### src/rtl/present_pkg.sv
// Shared types and constants for the PRESENT encrypt-core scheduler.
package present_pkg;

   localparam int BLK_W           = 64;
   localparam int KEY_W           = 80;
   localparam int CORE_ROUNDS     = 31;
   localparam int SCHED_LATENCY   = 33;
   localparam int TIMEOUT_CYC_DEF = 40;
   localparam int CNT_W           = 6;

   typedef enum logic [1:0] {
      IDLE,
      LOAD,
      BUSY,
      RESP
   } state_t;

   // Saturating increment: the BUSY counter parks at all-ones instead of wrapping.
   function automatic logic [CNT_W-1:0] satInc(input logic [CNT_W-1:0] v);
      return (v == {CNT_W{1'b1}}) ? v : v + 1'b1;
   endfunction

endpackage

### src/rtl/present_rr_arb2.sv
// Two-input round-robin arbiter with a last-grant pointer that moves only on accept.
module present_rr_arb2
   import present_pkg::*;
(
   input  logic clk,
   input  logic rst,
   input  logic i_valid0,
   input  logic i_valid1,
   input  logic i_accept,
   output logic o_grantId,
   output logic o_grantValid
);

   logic r_lastGrant;

   // On contention the requester that was not served last wins; otherwise the lone requester.
   always_comb begin
      o_grantValid = i_valid0 | i_valid1;
      if (i_valid0 && i_valid1) begin
         o_grantId = ~r_lastGrant;
      end else begin
         o_grantId = i_valid1;
      end
   end

   // Reset value 1 makes requester 0 the first winner.
   always_ff @(posedge clk) begin
      if (rst) begin
         r_lastGrant <= 1'b1;
      end else if (i_accept) begin
         r_lastGrant <= o_grantId;
      end
   end

endmodule

### src/rtl/present_enc_sched.sv
// Scheduler sharing one PRESENT-80 encrypt core between two requesters.
// Optional watchdog (adds rsp_err): define PRESENT_SCHED_WATCHDOG_EN.
module present_enc_sched
   import present_pkg::*;
#(
   parameter int TIMEOUT_CYC = TIMEOUT_CYC_DEF
) (
   input  logic             clk,
   input  logic             rst,
   input  logic             req0_valid,
   input  logic             req1_valid,
   output logic             req0_ready,
   output logic             req1_ready,
   input  logic [BLK_W-1:0] req0_pt,
   input  logic [BLK_W-1:0] req1_pt,
   input  logic [KEY_W-1:0] req0_key,
   input  logic [KEY_W-1:0] req1_key,
   output logic             rsp_valid,
   input  logic             rsp_ready,
   output logic [BLK_W-1:0] rsp_ct,
   output logic             rsp_id,
   output logic             core_load,
   output logic [BLK_W-1:0] core_idat,
   output logic [KEY_W-1:0] core_key,
   input  logic [BLK_W-1:0] core_odat,
   input  logic             core_done,
`ifdef PRESENT_SCHED_WATCHDOG_EN
   output logic             rsp_err,
`endif
   output logic             busy
);

`ifdef PRESENT_SCHED_WATCHDOG_EN
   localparam bit WD_EN = 1'b1;
`else
   localparam bit WD_EN = 1'b0;
`endif

   localparam logic [CNT_W-1:0] DONE_MIN = CNT_W'(CORE_ROUNDS);
   localparam logic [CNT_W-1:0] TO_LAST  = CNT_W'(TIMEOUT_CYC - 1);

   state_t           r_state;
   logic [BLK_W-1:0] r_pt;
   logic [KEY_W-1:0] r_key;
   logic             r_id;
   logic [BLK_W-1:0] r_rspCt;
   logic             r_rspId;
   logic             r_rspValid;
   logic             r_coreLoad;
   logic             r_busy;
   logic [CNT_W-1:0] r_cnt;
`ifdef PRESENT_SCHED_WATCHDOG_EN
   logic             r_rspErr;
`endif

   logic w_grantId;
   logic w_grantValid;
   logic w_idle;
   logic w_accept;
   logic w_doneOk;
   logic w_timeout;

   present_rr_arb2 u_arb (
      .clk          (clk),
      .rst          (rst),
      .i_valid0     (req0_valid),
      .i_valid1     (req1_valid),
      .i_accept     (w_accept),
      .o_grantId    (w_grantId),
      .o_grantValid (w_grantValid)
   );

   assign w_idle     = (r_state == IDLE) && !rst;
   assign req0_ready = w_idle && w_grantValid && !w_grantId;
   assign req1_ready = w_idle && w_grantValid && w_grantId;
   assign w_accept   = (req0_ready && req0_valid) || (req1_ready && req1_valid);

   // The core has no reset, so done is only trusted once r_cnt shows 31 completed BUSY cycles.
   assign w_doneOk  = core_done && (r_cnt >= DONE_MIN);
   assign w_timeout = WD_EN && (r_cnt >= TO_LAST);

   assign core_idat = r_pt;
   assign core_key  = r_key;
   assign core_load = r_coreLoad;
   assign rsp_valid = r_rspValid;
   assign rsp_ct    = r_rspCt;
   assign rsp_id    = r_rspId;
   assign busy      = r_busy;
`ifdef PRESENT_SCHED_WATCHDOG_EN
   assign rsp_err   = r_rspErr;
`endif

   always_ff @(posedge clk) begin
      if (rst) begin
         r_state    <= IDLE;
         r_pt       <= '0;
         r_key      <= '0;
         r_id       <= 1'b0;
         r_rspCt    <= '0;
         r_rspId    <= 1'b0;
         r_rspValid <= 1'b0;
         r_coreLoad <= 1'b0;
         r_busy     <= 1'b0;
         r_cnt      <= '0;
`ifdef PRESENT_SCHED_WATCHDOG_EN
         r_rspErr   <= 1'b0;
`endif
      end else begin
         r_coreLoad <= 1'b0;
         case (r_state)
            IDLE: begin
               if (w_accept) begin
                  r_pt       <= w_grantId ? req1_pt  : req0_pt;
                  r_key      <= w_grantId ? req1_key : req0_key;
                  r_id       <= w_grantId;
                  r_coreLoad <= 1'b1;
                  r_busy     <= 1'b1;
                  r_state    <= LOAD;
               end
            end
            LOAD: begin
               r_cnt   <= '0;
               r_state <= BUSY;
            end
            BUSY: begin
               r_cnt <= satInc(r_cnt);
               if (w_doneOk) begin
                  r_rspCt    <= core_odat;
                  r_rspId    <= r_id;
                  r_rspValid <= 1'b1;
`ifdef PRESENT_SCHED_WATCHDOG_EN
                  r_rspErr   <= 1'b0;
`endif
                  r_state    <= RESP;
               end else if (w_timeout) begin
                  r_rspCt    <= '0;
                  r_rspId    <= r_id;
                  r_rspValid <= 1'b1;
`ifdef PRESENT_SCHED_WATCHDOG_EN
                  r_rspErr   <= 1'b1;
`endif
                  r_state    <= RESP;
               end
            end
            RESP: begin
               if (rsp_ready) begin
                  r_rspValid <= 1'b0;
                  r_busy     <= 1'b0;
                  r_state    <= IDLE;
               end
            end
            default: begin
               r_state <= IDLE;
            end
         endcase
      end
   end

endmodule

### config.mk
export PLATFORM = sky130hd
export DESIGN_NAME = present_enc_sched
export DESIGN_NICKNAME = d
export VERILOG_FILES = /design/src/rtl/present_pkg.sv /design/src/rtl/present_rr_arb2.sv /design/src/rtl/present_enc_sched.sv
export SDC_FILE = /design/constraint.sdc
export NUM_CORES = 1
export LEC_CHECK = 0
export ABC_AREA = 1
export BUFFER_PORTS_ARGS = -buffer_cell sky130_fd_sc_hd__buf_2
export CORE_AREA = 5 5 220 222
export DETAILED_ROUTE_END_ITERATION = 12
export DIE_AREA = 0 0 225 227
export PLACE_DENSITY_LB_ADDON = 0.15
export SLEW_MARGIN = 0
export SYNTH_ARGS = -nofsm -noshare
export SYNTH_HDL_FRONTEND = slang
export SYNTH_SLANG_ARGS = --single-unit
### constraint.sdc
create_clock -name clk -period 3.9 [get_ports clk]
set_input_delay 0.78 -clock clk [delete_from_list [all_inputs] [get_ports clk]]
set_output_delay 0.78 -clock clk [all_outputs]
set_load 0.01 [all_outputs]
Word-level counts from Yosys, hierarchy flattened
Cells that the tools add are included.
{"block": "word_totals", "regBits": 222, "in_bits": 358, "out_inout_bits": 214, "wordCells": 61}
{"block": "classes", "addsub": 1, "order_cmp": 1, "eq_ne": 8, "mux": 15, "bitwise": 3, "reduce_logical": 22}
{"cell": "80-bit 2-to-1 mux", "n": 1}
{"cell": "64-bit 2-to-1 mux", "n": 1}
{"cell": "6-bit one-hot mux with 2 select lines", "n": 1}
{"cell": "3-bit AND reduction", "n": 3}
{"cell": "1-bit logical AND", "n": 8}
{"cell": "2-bit one-hot mux with 4 select lines", "n": 1}
{"cell": "6-bit by 1-bit adder with 6-bit output, second input constant", "n": 1}
{"cell": "6-bit == test, second input constant", "n": 1}
{"cell": "6-bit by 5-bit >= comparator with 1-bit output, second input constant", "n": 1}
{"cell": "2-bit 2-to-1 mux", "n": 3}
{"cell": "6-bit 2-to-1 mux", "n": 1}
{"cell": "2-bit inequality test, second input constant", "n": 3}
{"cell": "2-bit AND reduction", "n": 3}
{"cell": "2-bit nonzero test", "n": 3}
{"cell": "1-bit 2-to-1 mux", "n": 5}
{"cell": "2-bit == test, second input constant", "n": 2}
{"cell": "1-bit one-hot mux with 2 select lines", "n": 2}
{"cell": "2-bit by 1-bit == test with 1-bit output, second input constant", "n": 1}
{"cell": "1-bit logical NOT", "n": 2}
{"cell": "2-bit logical NOT", "n": 1}
{"cell": "2-bit by 1-bit inequality test with 1-bit output, second input constant", "n": 1}
{"cell": "1-bit inverter", "n": 2}
{"cell": "2-bit OR reduction", "n": 1}
{"cell": "1-bit logical OR", "n": 1}
{"cell": "1-bit OR", "n": 1}

Longest topological paths before layout
{"block": "depth", "depth_word": 8, "ltp_mapped": 9, "depth_no_buf": 8}

Cells and area by module
From an unflattened synthesis, not the netlist that was laid out.
{"block": "hier_totals", "cells_unflattened": 1183, "area_unflattened_um2": 9033.7}
{"mod": "present_enc_sched", "n_inst": 1, "cells_per_inst": 1175, "area_each_um2": 8978.6, "seq_area_each_um2": 4424.2}
{"mod": "present_rr_arb2", "n_inst": 1, "cells_per_inst": 8, "area_each_um2": 55.1, "seq_area_each_um2": 20.0}

Worst setup path after synthesis
Ideal clock, no wire load.
{"block": "synth_path", "path_kind": "input -> output", "startpoint": "input req1_valid", "endpoint": "output req1_ready", "arrival_ns": 1.422, "required_time_ns": 3.120, "path_slack_ns": 1.698, "stages": 5, "path_buffers": 1, "path_cell_list": "inv_2 a21oi_4 inv_2 nor2_4 buf_2"}
{"block": "synth_between", "elab_chain_cells": 3, "elab_cells_between_ends": 5, "cone_classes": "mux (1); bitwise (1); reduce/logical (3)"}
{"element": "start, declared", "line": "present_enc_sched.sv:11", "rtl": "input logic req1_valid,"}
{"element": "1-bit OR or 1-bit logical AND (tied branches)", "line": "present_rr_arb2.sv:18, present_rr_arb2.sv:19"}
{"element": "1-bit logical AND or 1-bit 2-to-1 mux (tied branches)", "line": "present_enc_sched.sv:75, present_rr_arb2.sv:19"}
{"element": "1-bit logical AND (*)", "line": "present_enc_sched.sv:75", "rtl": "assign req1_ready = w_idle && w_grantValid && w_grantId;"}
{"element": "end, declared", "line": "present_enc_sched.sv:13", "rtl": "output logic req1_ready,"}
Mark *: on every way between the ends. The rest lies on a longest branch, timed or not.

Worst setup path after layout
{"block": "layout_path", "startpoint": "input rst", "endpoint": "output req1_ready"}
{"block": "layout_between", "elab_chain_cells": 4}
{"element": "start, declared", "line": "present_enc_sched.sv:9", "rtl": "input logic rst,"}
{"element": "1-bit logical NOT", "line": "present_enc_sched.sv:73", "rtl": "assign w_idle = (r_state == IDLE) && !rst;"}
{"element": "1-bit logical AND", "line": "present_enc_sched.sv:73"}
{"element": "1-bit logical AND (2 in series)", "line": "present_enc_sched.sv:75"}
Every way passes these cells.

==> out/qor.yml <==
status:
  status: "finished clean"
synthesis:
  synth.ff_latch_count: 222
  netlist_area_um2: 8830
  synth_nets: 1562
  synthMuxAreaShare: 0
  ys_seq_area_frac: 0.5033
  synth_cells: 1198
  synth-adder-area-share: 0.008502
  ys_warn_count: 0
  synth_top_family_by_area: "simple AND/OR/NAND/NOR gates"
  synth_compound_area_frac: 0.1846
  yosys.area_share.simple: 0.2337
  synth_top_cell_area_share: 0.5033
  yosysTopAreaCell: "dfxtp_1"
  syn_area_per_cell_um2: 7.370
  synth.area.top_cells: "dfxtp_1 50%, nand2_1 22%, a31oi_1 7.8%, a21oi_1 6.4%, o21ai_0 3.5%"
  synth.distinct_cells: 22
  synth-xor-area-share: 0
floorplan:
  core.rowCount: 79
  die_w_um: 225
  core_um2: 46160
  dieArea_um2: 51080
  initial_core_util: 0.1913
  io_pins: 572
  die_y_um: 227
critical_path:
  crit_fanout: 51
  crit_arrival_ns: 2.12
  crit_type: "input port to primary output"
  worstPathCellList: "buf_6, inv_1, nand3_4, buf_4, nor2_4, buf_2"
  cp_slowest_cell: "buf_4"
  startpoint: "rst"
  rrSetupSlack_ns: 1.60
  critPathMaxStageDelay_ns: 0.39
  endpoint_kind: "primary output"
  worstPathRequired_ns: 3.12
  cpLargestDelayFamily: "buffers and inverters"
  worst-path-stages: 6
  r2r_end: "rsp_ct[56]"
  cp-start-kind: "input port"
  r2r_cells: 7
  crit_buf_inv: 4
  regToRegStartpoint: "r_cnt[0]"
sta:
  setup_viol: 0
  tightest_slew_ns: 1.145
  final_max_slew_viol_count: 0
  hold_viol_final: 0
  fmax_mhz: 344.8
  period_needed_ns: 2.900
  skew_ns: 0.01260
  setup_slack_ns: 0.9998
  relSlewSlack: 0.2353
  fin_crit_sh: 0.7436
  final.setup.tns_ns: 0
  rsz0062_at_grt: "false"
clocking:
  cts_max_level: 1
  cts_setup_buffers: 0
  cts_tree: "yes"
  clock_latency_ns: 0.55
  cts_resized: 0
  clk_pin_slew_ns: 0.05
  clkSinkCount: 222
  cts.path.max_buffers: 3
  cts_root_buffer: "clkbuf_16"
  tritoncts.num_buffers: 29
  cts_hold_buffers: 0
detailed_routing:
  vias: 10020
  antenna_left: 0
  drtIter0Drc: 384
  viasPerCell: 4.260
  drc: 0
  avgRoutedWirePerCell_um: 17.43
  dr.pass1.iters: 4
  wl_mm: 41.01
hold_path:
  whs_path_depth: 2
  hold_end: "rsp_valid"
  hp-start: "rsp_valid"
  hold_class: "flip-flop to flip-flop"
placement:
  io_buffers: 571
  dp_hpwl_mm: 30.17
  gp_congestion: 0.8217
  dpl-instance-area_um2: 12130
  dp_worst_setup_slack_ns: 0.9434
cells_and_area:
  area_delta_synth_final_pct: 48.25
  register_area_um2: 4444
  drive_gt1_frac: 0.3668
  finalInstanceArea_um2: 13090
  fin_nets: 2086
  fill_cells: 5137
  multiInputGateArea_um2: 3786
power:
  p_per_area_nw_per_um2: 535.4
  power_leakage_nw: 6.031
  vdd_ir_drop_max_mv: 0.2767
grt:
  grt_pass1_wl_mm: 60.00
  grt_max_degree: 120
  antenna_found_initial: 16
  grt_overflow: 0
  grtUsageTotal: 0.1477
  first_global_vias: 10090
job:
  max-cap-violations: 0
==> logic make-up (layout without fill, tap and decap cells) <==
family | after synthesis | in the layout
AND/OR/NAND/NOR | 539 | 539
buffers and inverters | 135 | 679
other | 0 | 4
AO/OA/AOI/OAI | 296 | 296
flip-flops | 222 | 222
adder cells (fa/ha/maj) | 6 | 6
==> how the worst max path moves through the flow <==
stage	endpoint	slack, ns
2_1_floorplan	req1_ready	1.70
3_3_place_gp	core_idat[6]	0.95
3_5_place_dp	core_idat[19]	0.94
4_1_cts	req1_ready	0.97
5_1_grt	req1_ready	0.86
6_report	req1_ready	1.0
==> layout make-up <==
cell class / count / area share
clock buffer: 39 / 0.06366
timing repair buffer: 580 / 0.2259
clock inverter: 12 / 0.009176
sequential: 222 / 0.3395
multi-input combinational: 841 / 0.2892
antenna: 4 / 0.0007647
inverter: 48 / 0.01376
tap: 607 / 0.05802
==> synthesized netlist by cell type <==
cell	count
clkbuf_1	35
nor2_4	1
buf_6	2
buf_1	4
inv_1	44
o21ai_1	11
buf_4	15
nand4_1	2
nand3_1	13
o21ai_0	61
or2_2	1
nand2_1	512
ha_1	6
dfxtp_1	222
a21oi_1	113
nor2_2	1
nor2_1	8
nand3_2	1
inv_2	4
a21oi_4	1
buf_2	31
a31oi_1	110
==> layout by cell type, fill, tap and decap left out, types with 2 or more instances in the layout <==
cell type  netlist  layout
a21oi_1        113     113
a31oi_1        110     110
buf_12           0       2
buf_2           31     570
buf_4           15       7
bufinv_16        0       2
clkbuf_1        35       3
clkbuf_16        0      29
clkbuf_8         0       7
clkinv_2         0       8
dfxtp_1        222     222
diode_2          0       4
ha_1             6       6
inv_1           44      43
inv_2            4       5
nand2_1        512     512
nand3_1         13      12
nand4_1          2       2
nor2_1           8       8
nor2_4           1       2
o21ai_0         61      61
o21ai_1         11      11
==> state kept, by name, summed over array words and instances, names as in the netlist <==
name,flops
rsp_valid,1
r_cnt,6
u_arb.r_lastGrant,1
core_load,1
rsp_ct,64
core_key,80
rsp_id,1
r_state,2
core_idat,64
r_id,1
busy,1
==> worst reg2reg max path, cell delays in order, from the launching register on <==
cell     delay (ns)
dfxtp_1        0.41
ha_1           0.21
nand4_1        0.17
nand2_1        0.14
nand3_2        0.08
inv_2          0.84
nand2_1        0.20
a21oi_1        0.18
==> power by group <==
group,switching (mW),internal [mW]
Sequential,0.153,2.54
Combinational,1.05,0.608
Clock,1.04,1.62
Total,2.24,4.77
==> per-layer routing <==
metal	track usage	share of wire
met1	0.1706	0.39
met2	0.2589	0.49
met3	0.05068	0.091
met4	0.04537	0.023
met5	0	0.0020
==> metrics by stage <==
step / power, mW / hold WS [ns] / util / cells
floorplan: 3.674 / 0.4398 / - / 1198
global placement: 4.434 / 0.4462 / 0.2627 / 2298
global route: 7.433 / 0.4584 / 0.2835 / 2351
finish: 7.008 / 0.4564 / 0.2836 / 2353
CTS: 7.157 / 0.4411 / 0.2834 / 2349
detailed placement: 4.432 / 0.4520 / 0.2627 / 2298
Power figures use the tool's default switching activity.
